`src/rtl/boot_pkg.sv`:
```
// Shared types and frame constants for the serial program loader.
package boot_pkg;

  localparam int BYTE_W  = 8;
  localparam int CNT_W   = 16;
  localparam int INSTR_W = 32;

  localparam logic [BYTE_W-1:0] SYNC_BYTE = 8'hA5;

  typedef enum logic [2:0] {
    ST_IDLE,
    ST_CNT_LO,
    ST_CNT_HI,
    ST_WORD,
    ST_CHECK,
    ST_DONE,
    ST_ERROR
  } boot_state_t;

  typedef enum logic [1:0] {
    RX_IDLE,
    RX_START,
    RX_DATA,
    RX_STOP
  } rx_state_t;

  // States in which a frame is in flight: timeout and framing errors abort here.
  function automatic logic in_frame(input boot_state_t s);
    return (s == ST_CNT_LO) || (s == ST_CNT_HI) || (s == ST_WORD) || (s == ST_CHECK);
  endfunction

endpackage

```
`src/rtl/uart_rx.sv`:
```
// 8N1 UART receiver: 2-FF synchronizer, half-bit start confirm, mid-bit sampling.
module uart_rx
  import boot_pkg::*;
#(
  parameter int CLK_FREQ = 100_000_000,
  parameter int BAUD     = 115_200
) (
  input  logic              clk,
  input  logic              rst,
  input  logic              rx,
  output logic [BYTE_W-1:0] rx_data,
  output logic              rx_valid,
  output logic              frame_err
);

  localparam int CLKS_PER_BIT = CLK_FREQ / BAUD;
  localparam int TICK_W       = $clog2(CLKS_PER_BIT + 1);
  localparam logic [TICK_W-1:0] FULL_LOAD = TICK_W'(CLKS_PER_BIT - 1);
  localparam logic [TICK_W-1:0] HALF_LOAD = TICK_W'(CLKS_PER_BIT / 2 - 1);

  logic              rx_meta, rx_sync;
  rx_state_t         state, state_nxt;
  logic [TICK_W-1:0] tick, tick_nxt;
  logic [2:0]        bit_idx, bit_nxt;
  logic [BYTE_W-1:0] shift, shift_nxt;
  logic              valid_nxt, ferr_nxt;

  assign rx_data = shift;

  // Bring the asynchronous line into the clock domain; idle level is high.
  always_ff @(posedge clk) begin
    if (rst) begin
      rx_meta <= 1'b1;
      rx_sync <= 1'b1;
    end else begin
      rx_meta <= rx;
      rx_sync <= rx_meta;
    end
  end

  // Bit-timing down-counter and state register.
  always_ff @(posedge clk) begin
    if (rst) begin
      state     <= RX_IDLE;
      tick      <= '0;
      bit_idx   <= '0;
      shift     <= '0;
      rx_valid  <= 1'b0;
      frame_err <= 1'b0;
    end else begin
      state     <= state_nxt;
      tick      <= tick_nxt;
      bit_idx   <= bit_nxt;
      shift     <= shift_nxt;
      rx_valid  <= valid_nxt;
      frame_err <= ferr_nxt;
    end
  end

  // Next-state: each phase waits for the tick counter to reach zero, then acts.
  always_comb begin
    state_nxt = state;
    tick_nxt  = tick;
    bit_nxt   = bit_idx;
    shift_nxt = shift;
    valid_nxt = 1'b0;
    ferr_nxt  = 1'b0;
    case (state)
      RX_IDLE: begin
        if (!rx_sync) begin
          state_nxt = RX_START;
          tick_nxt  = HALF_LOAD;
        end
      end
      RX_START: begin
        if (tick == '0) begin
          if (!rx_sync) begin
            state_nxt = RX_DATA;
            tick_nxt  = FULL_LOAD;
            bit_nxt   = '0;
          end else begin
            state_nxt = RX_IDLE;
          end
        end else begin
          tick_nxt = tick - TICK_W'(1);
        end
      end
      RX_DATA: begin
        if (tick == '0) begin
          shift_nxt = {rx_sync, shift[BYTE_W-1:1]};
          tick_nxt  = FULL_LOAD;
          if (bit_idx == 3'd7) state_nxt = RX_STOP;
          else                 bit_nxt   = bit_idx + 3'd1;
        end else begin
          tick_nxt = tick - TICK_W'(1);
        end
      end
      RX_STOP: begin
        if (tick == '0) begin
          // Returning to idle at mid stop bit leaves half a bit to catch the next start edge.
          state_nxt = RX_IDLE;
          if (rx_sync) valid_nxt = 1'b1;
          else         ferr_nxt  = 1'b1;
        end else begin
          tick_nxt = tick - TICK_W'(1);
        end
      end
      default: state_nxt = RX_IDLE;
    endcase
  end

endmodule

```
`src/rtl/boot_loader.sv`:
```
// Framed serial program loader feeding the instruction memory write port.
//
// state     | meaning
// ----------+-----------------------------------------------------------
// ST_IDLE   | waiting for SYNC after reset
// ST_CNT_LO | expecting word count low byte
// ST_CNT_HI | expecting word count high byte, range-checks the count
// ST_WORD   | assembling LE instruction bytes, one write per 4 bytes
// ST_CHECK  | expecting checksum byte
// ST_DONE   | image loaded and verified, CPU released
// ST_ERROR  | frame aborted, CPU held, waiting for a new SYNC
module boot_loader
  import boot_pkg::*;
#(
  parameter int CLK_FREQ       = 100_000_000,
  parameter int BAUD           = 115_200,
  parameter int DEPTH          = 1024,
  parameter int TIMEOUT_CYCLES = 1_000_000,
  parameter int ADDR_W         = $clog2(DEPTH)
) (
  input  logic               clk,
  input  logic               rst,
  input  logic               rx,
  output logic               wr_en,
  output logic [ADDR_W-1:0]  wr_addr,
  output logic [INSTR_W-1:0] wr_instr,
  output logic               cpu_hold,
  output logic               boot_done,
  output logic               boot_err
);

  localparam int TMO_W = $clog2(TIMEOUT_CYCLES + 1);
  localparam logic [TMO_W-1:0] TMO_LOAD = TMO_W'(TIMEOUT_CYCLES);

  logic [BYTE_W-1:0] rx_data;
  logic              rx_valid, rx_ferr;

  uart_rx #(.CLK_FREQ(CLK_FREQ), .BAUD(BAUD)) u_rx (
    .clk       (clk),
    .rst       (rst),
    .rx        (rx),
    .rx_data   (rx_data),
    .rx_valid  (rx_valid),
    .frame_err (rx_ferr)
  );

  boot_state_t        state, state_nxt;
  logic [CNT_W-1:0]   word_cnt, word_cnt_nxt;
  logic [CNT_W-1:0]   ptr, ptr_nxt;
  logic [1:0]         byte_idx, byte_idx_nxt;
  logic [INSTR_W-1:0] asm_reg, asm_nxt;
  logic [BYTE_W-1:0]  cks, cks_nxt;
  logic [TMO_W-1:0]   tmo, tmo_nxt;
  logic               wr_en_nxt, hold_nxt, done_nxt, err_nxt;
  logic [ADDR_W-1:0]  wr_addr_nxt;
  logic [INSTR_W-1:0] wr_instr_nxt;
  logic [CNT_W-1:0]   n_full;

  assign n_full = {rx_data, word_cnt[BYTE_W-1:0]};

  // State, datapath and registered outputs.
  always_ff @(posedge clk) begin
    if (rst) begin
      state     <= ST_IDLE;
      word_cnt  <= '0;
      ptr       <= '0;
      byte_idx  <= '0;
      asm_reg   <= '0;
      cks       <= '0;
      tmo       <= TMO_LOAD;
      wr_en     <= 1'b0;
      wr_addr   <= '0;
      wr_instr  <= '0;
      cpu_hold  <= 1'b0;
      boot_done <= 1'b0;
      boot_err  <= 1'b0;
    end else begin
      state     <= state_nxt;
      word_cnt  <= word_cnt_nxt;
      ptr       <= ptr_nxt;
      byte_idx  <= byte_idx_nxt;
      asm_reg   <= asm_nxt;
      cks       <= cks_nxt;
      tmo       <= tmo_nxt;
      wr_en     <= wr_en_nxt;
      wr_addr   <= wr_addr_nxt;
      wr_instr  <= wr_instr_nxt;
      cpu_hold  <= hold_nxt;
      boot_done <= done_nxt;
      boot_err  <= err_nxt;
    end
  end

  // Frame decode, checksum, word assembly and inter-byte timeout.
  always_comb begin
    state_nxt    = state;
    word_cnt_nxt = word_cnt;
    ptr_nxt      = ptr;
    byte_idx_nxt = byte_idx;
    asm_nxt      = asm_reg;
    cks_nxt      = cks;
    wr_en_nxt    = 1'b0;
    wr_addr_nxt  = wr_addr;
    wr_instr_nxt = wr_instr;
    hold_nxt     = cpu_hold;
    done_nxt     = boot_done;
    err_nxt      = boot_err;

    // Timeout reloads on every byte and whenever no frame is in flight.
    if (rx_valid || !in_frame(state)) tmo_nxt = TMO_LOAD;
    else                              tmo_nxt = tmo - TMO_W'(1);

    case (state)
      ST_IDLE, ST_DONE, ST_ERROR: begin
        if (rx_valid && rx_data == SYNC_BYTE) begin
          state_nxt    = ST_CNT_LO;
          hold_nxt     = 1'b1;
          done_nxt     = 1'b0;
          err_nxt      = 1'b0;
          ptr_nxt      = '0;
          cks_nxt      = '0;
          byte_idx_nxt = '0;
        end
      end
      ST_CNT_LO: begin
        if (rx_valid) begin
          word_cnt_nxt = {{(CNT_W-BYTE_W){1'b0}}, rx_data};
          cks_nxt      = cks ^ rx_data;
          state_nxt    = ST_CNT_HI;
        end
      end
      ST_CNT_HI: begin
        if (rx_valid) begin
          word_cnt_nxt = n_full;
          cks_nxt      = cks ^ rx_data;
          if ({16'h0000, n_full} > 32'(DEPTH)) begin
            state_nxt = ST_ERROR;
            err_nxt   = 1'b1;
          end else if (n_full == '0) begin
            state_nxt = ST_CHECK;
          end else begin
            state_nxt = ST_WORD;
          end
        end
      end
      ST_WORD: begin
        if (rx_valid) begin
          asm_nxt      = {rx_data, asm_reg[INSTR_W-1:BYTE_W]};
          cks_nxt      = cks ^ rx_data;
          byte_idx_nxt = byte_idx + 2'd1;
          if (byte_idx == 2'd3) begin
            wr_en_nxt    = 1'b1;
            wr_addr_nxt  = ptr[ADDR_W-1:0];
            wr_instr_nxt = asm_nxt;
            ptr_nxt      = ptr + 16'd1;
            if (ptr + 16'd1 == word_cnt) state_nxt = ST_CHECK;
          end
        end
      end
      ST_CHECK: begin
        if (rx_valid) begin
          if (rx_data == cks) begin
            state_nxt = ST_DONE;
            done_nxt  = 1'b1;
            hold_nxt  = 1'b0;
          end else begin
            state_nxt = ST_ERROR;
            err_nxt   = 1'b1;
          end
        end
      end
      default: state_nxt = ST_IDLE;
    endcase

    // Aborts inside a frame; cpu_hold is already high and simply stays there.
    if (in_frame(state) && (rx_ferr || (!rx_valid && tmo == '0))) begin
      state_nxt = ST_ERROR;
      err_nxt   = 1'b1;
    end
  end

endmodule

```
`config.mk`:
```
export PLATFORM = sky130hd
export DESIGN_NAME = boot_loader
export DESIGN_NICKNAME = d
export VERILOG_FILES = /design/src/rtl/boot_pkg.sv /design/src/rtl/uart_rx.sv /design/src/rtl/boot_loader.sv
export SDC_FILE = /design/constraint.sdc
export NUM_CORES = 1
export LEC_CHECK = 0
export ABC_AREA = 0
export CORE_MARGIN = 2
export CORE_UTILIZATION = 64
export DETAILED_ROUTE_END_ITERATION = 8
export GPL_TIMING_DRIVEN = 0
export PLACE_DENSITY = 0.83
export SYNTH_ARGS = -nofsm -noshare
export SYNTH_HDL_FRONTEND = slang
export SYNTH_SLANG_ARGS = --single-unit
export TNS_END_PERCENT = 30
```
`constraint.sdc`:
```
create_clock -name clk -period 7.13 [get_ports clk]
set_input_delay 1.426 -clock clk [delete_from_list [all_inputs] [get_ports clk]]
set_output_delay 1.426 -clock clk [all_outputs]
set_load 0.005 [all_outputs]
```
==> insert_results.sql <==
INSERT INTO impl_metrics (metric_group, metric, value, unit) VALUES
('outcome', 'outcome', 'complete, no violations', ''),
('worst_setup_path', 'end_kind', 'flip-flop', ''),
('power_and_ir_drop', 'vdd.ir_drop.worst', '0.000418', 'V'),
('sta', 'max_clock_freq', '307', 'MHz'),
('clocking', 'cts_root_buf', 'sky130_fd_sc_hd__clkbuf_16', ''),
('power_and_ir_drop', 'p_comb_share', '19.7', '%'),
('final_layout', 'synthToLayoutAreaGrowth', '15.9', '%'),
('logic_synthesis', 'yosys.area_share.xor_xnor', '5.45', '%'),
('clocking', 'numClockSinks', '162', ''),
('power_and_ir_drop', 'powerDensity', '260', 'nW/µm²'),
('sta', 'fin_crit_sh', '45.7', '%'),
('final_layout', 'drive_gt1_share', '6.69', '%'),
('global_route', 'antenna_found_initial', '0', ''),
('final_layout', 'finalInstanceArea', '8750', 'µm²'),
('power_and_ir_drop', 'power.switching_fraction', '30.4', '%'),
('clocking', 'clock_tree_from_tritoncts', 'yes', ''),
('floorplanning', 'initial_core_util', '65.8', '%'),
('worst_setup_path', 'critical_path.cell_chain', 'buf_2 -> nor2b_1 -> nand2_1 -> nor2_1 -> o21a_1 -> nand3_2 -> buf_2 -> buf_1 -> nand2_1 -> a21oi_1', ''),
('worst_setup_path', 'path_delay_family', 'simple AND/OR/NAND/NOR gates', ''),
('clocking', 'clkLatencyLatePin', '430', 'ps'),
('final_layout', 'antenna_cells_inserted', '0', ''),
('final_layout', 'highest_count_cells_in_the_layout_ignoring_fill_and_taps', '204 x sky130_fd_sc_hd__nand2_1, 162 x sky130_fd_sc_hd__dfxtp_1, 149 x sky130_fd_sc_hd__a21oi_1, 77 x sky130_fd_sc_hd__nor2_1, 47 x sky130_fd_sc_hd__clkdlybuf4s50_1', ''),
('logic_synthesis', 'post_synth_num_cell_types', '67', ''),
('logic_synthesis', 'synth-compound-area-share', '17.8', '%'),
('worst_setup_path', 'cp_max_fo', '10', ''),
('floorplanning', 'number_of_rows_in_the_core_area', '39', ''),
('logic_synthesis', 'yosys_warnings', '0', ''),
('floorplanning', 'total_die_area', '12700', 'µm²'),
('logic_synthesis', 'synth-adder-area-share', '1.99', '%'),
('sta', 'slew_headroom', '41.0', '%'),
('logic_synthesis', 'mappedNetlistArea', '7550', 'µm²'),
('global_route', 'grt-ovfl-total', '0', ''),
('global_route', 'global_route_wire_length_before_repair', '31.1', 'mm'),
('clocking', 'clkTransAtPathRegs', '60', 'ps'),
('sta', 'unrepaired_setup_endpoints_after_global_routing', 'false', ''),
('final_layout', 'mostFrequentLayoutCell', 'sky130_fd_sc_hd__nand2_1', ''),
('global_route', 'grt_util_all_layers', '30.7', '%'),
('clocking', 'number_of_levels_the_h_tree_was_split_into', '4', ''),
('logic_synthesis', 'synth_top_family_by_area', 'simple AND/OR/NAND/NOR gates', ''),
('clocking', 'post_cts_hold_buffer_count', '0', ''),
('sta', 'clock-skew-final', '6.32', 'ps'),
('route', 'drtAntennaViolNets', '0', ''),
('global_route', 'grt_pass1_vias', '6354', ''),
('worst_setup_path', 'critical-path-max-stage-delay', '570', 'ps'),
('floorplanning', 'ios', '49', ''),
('route', 'wl_per_cell', '16.5', 'µm'),
('place', 'globalplace.congestion', '0.939', ''),
('logic_synthesis', 'synth-edff-count', '0', ''),
('final_layout', 'largest_register_ffs', '32', ''),
('sta', 'worstMarginPinSlew', '879', 'ps'),
('logic_synthesis', 'proportion_of_synthesized_chip_area_in_sequential_cells', '43.0', '%'),
('worst_setup_path', 'critical_path_class', 'reg2reg', ''),
('sta', 'final-hold-violation-count', '0', ''),
('final_layout', 'finalNetCount', '1048', ''),
('power_and_ir_drop', 'sequentialPowerShare', '42.2', '%'),
('worst_setup_path', 'worstPathRequired', '7430', 'ps'),
('sta', 'maxSlewViolCount', '0', ''),
('logic_synthesis', 'synth_flop_cell', 'sky130_fd_sc_hd__dfxtp_1', ''),
('sta', 'setup_viol', '0', ''),
('logic_synthesis', 'synth.mux.area_fraction', '0.265', '%'),
('clocking', 'cts_resized', '0', ''),
('route', 'dr.first_iter.drc_count', '620', ''),
('route', 'viasPerCell', '5.98', ''),
('logic_synthesis', 'syn_area_per_cell', '7.81', 'µm²'),
('sta', 'fin_crit', '3260', 'ps'),
('sta', 'tns', '0', 'ps'),
('floorplanning', 'die-width', '113', 'µm'),
('route', 'route.vias.total', '7112', ''),
('logic_synthesis', 'synth_simple_gate_area_share', '26.3', '%'),
('run', 'maxCapViolations', '0', ''),
('clocking', 'postCtsSetupRepairBufs', '0', '');
worst reg2reg max path, cell delays in order (launching register included):
cell and delay (ps):
sky130_fd_sc_hd__dfxtp_1 300, sky130_fd_sc_hd__buf_2 220, sky130_fd_sc_hd__nor2b_1 300, sky130_fd_sc_hd__nand2_1 270, sky130_fd_sc_hd__nor2_1 570, sky130_fd_sc_hd__o21a_1 410
sky130_fd_sc_hd__nand3_2 230, sky130_fd_sc_hd__buf_2 310, sky130_fd_sc_hd__buf_1 290, sky130_fd_sc_hd__nand2_1 160, sky130_fd_sc_hd__a21oi_1 70
cells by family (layout without fill, tap and decap cells):
kind of cell	Yosys count	count (layout)
and+or+nand+nor	425	425
DFF	162	162
adders and majority gates	12	12
AOI/OAI and AO/OA	239	239
muxes	2	2
buffers and inverters	80	159
xor gates and xnor gates	47	47
metal layers:
metal,GRT usage [%],wire length [µm],vias to the layer above
met5,0,0,-
met4,11.9,455,0
met2,48.6,9110,280
met3,7.34,1590,40
met1,40.7,8490,3338
li1,-,-,3454
power groups by stage:
stage | logic [mW] | clock network [mW] | registers (mW)
floorplan | 0.330 | 0 | 0.974
global placement | 0.426 | 0 | 0.978
detailed placement | 0.428 | 0 | 0.978
CTS | 0.436 | 0.866 | 0.959
global route | 0.490 | 0.906 | 0.963
finish | 0.448 | 0.864 | 0.960
worst paths after layout:
kind                                   start      endpoint  slack, ps  depth (start not counted)
worst min register to register  u_rx.rx_meta  u_rx.rx_sync        410                          1
worst max register to register      state[0]  wr_instr[19]       3870                         10
worst max-delay path                state[0]  wr_instr[19]       3870                         10
worst min-delay path            u_rx.rx_meta  u_rx.rx_sync        410                          1
synthesized netlist by cell type (12+ instances only):
master                       n  area share [%]
sky130_fd_sc_hd__nand3_1    29             1.9
sky130_fd_sc_hd__buf_2      13            0.86
sky130_fd_sc_hd__nand2_1   204              10
sky130_fd_sc_hd__nor4_1     12            0.99
sky130_fd_sc_hd__nor2_1     77             3.8
sky130_fd_sc_hd__o21ai_0    46             3.0
sky130_fd_sc_hd__nor3_1     22             1.5
sky130_fd_sc_hd__inv_1      15            0.75
sky130_fd_sc_hd__xor2_1     22             2.6
sky130_fd_sc_hd__or4_1      12             1.2
sky130_fd_sc_hd__clkbuf_1   36             1.8
sky130_fd_sc_hd__dfxtp_1   162              43
sky130_fd_sc_hd__xnor2_1    25             2.9
sky130_fd_sc_hd__ha_1       12             2.0
sky130_fd_sc_hd__a21oi_1   149             9.9
stage by stage:
step | hold WS [ps] | std cells | power (mW) | setup slack, ps
final | 413 | 1189 | 2.27 | 3870
after global routing | 427 | 1189 | 2.36 | 3680
after CTS | 415 | 1189 | 2.26 | 3950
after detailed placement | 402 | 1157 | 1.41 | 4010
after global placement | 398 | 1157 | 1.40 | 4030
after floorplan | 389 | 967 | 1.30 | 4410
area by class of cell:
class	count	area (µm²)
Buffer	64	334
Clock buffer	21	450
Clock inverter	11	103
Fill cell	839	2720
Inverter	16	60.1
Multi-Input combinational cell	725	3910
Sequential cell	162	3240
Tap cell	143	179
Timing Repair Buffer	47	470
(Power assumes the default switching activity.)
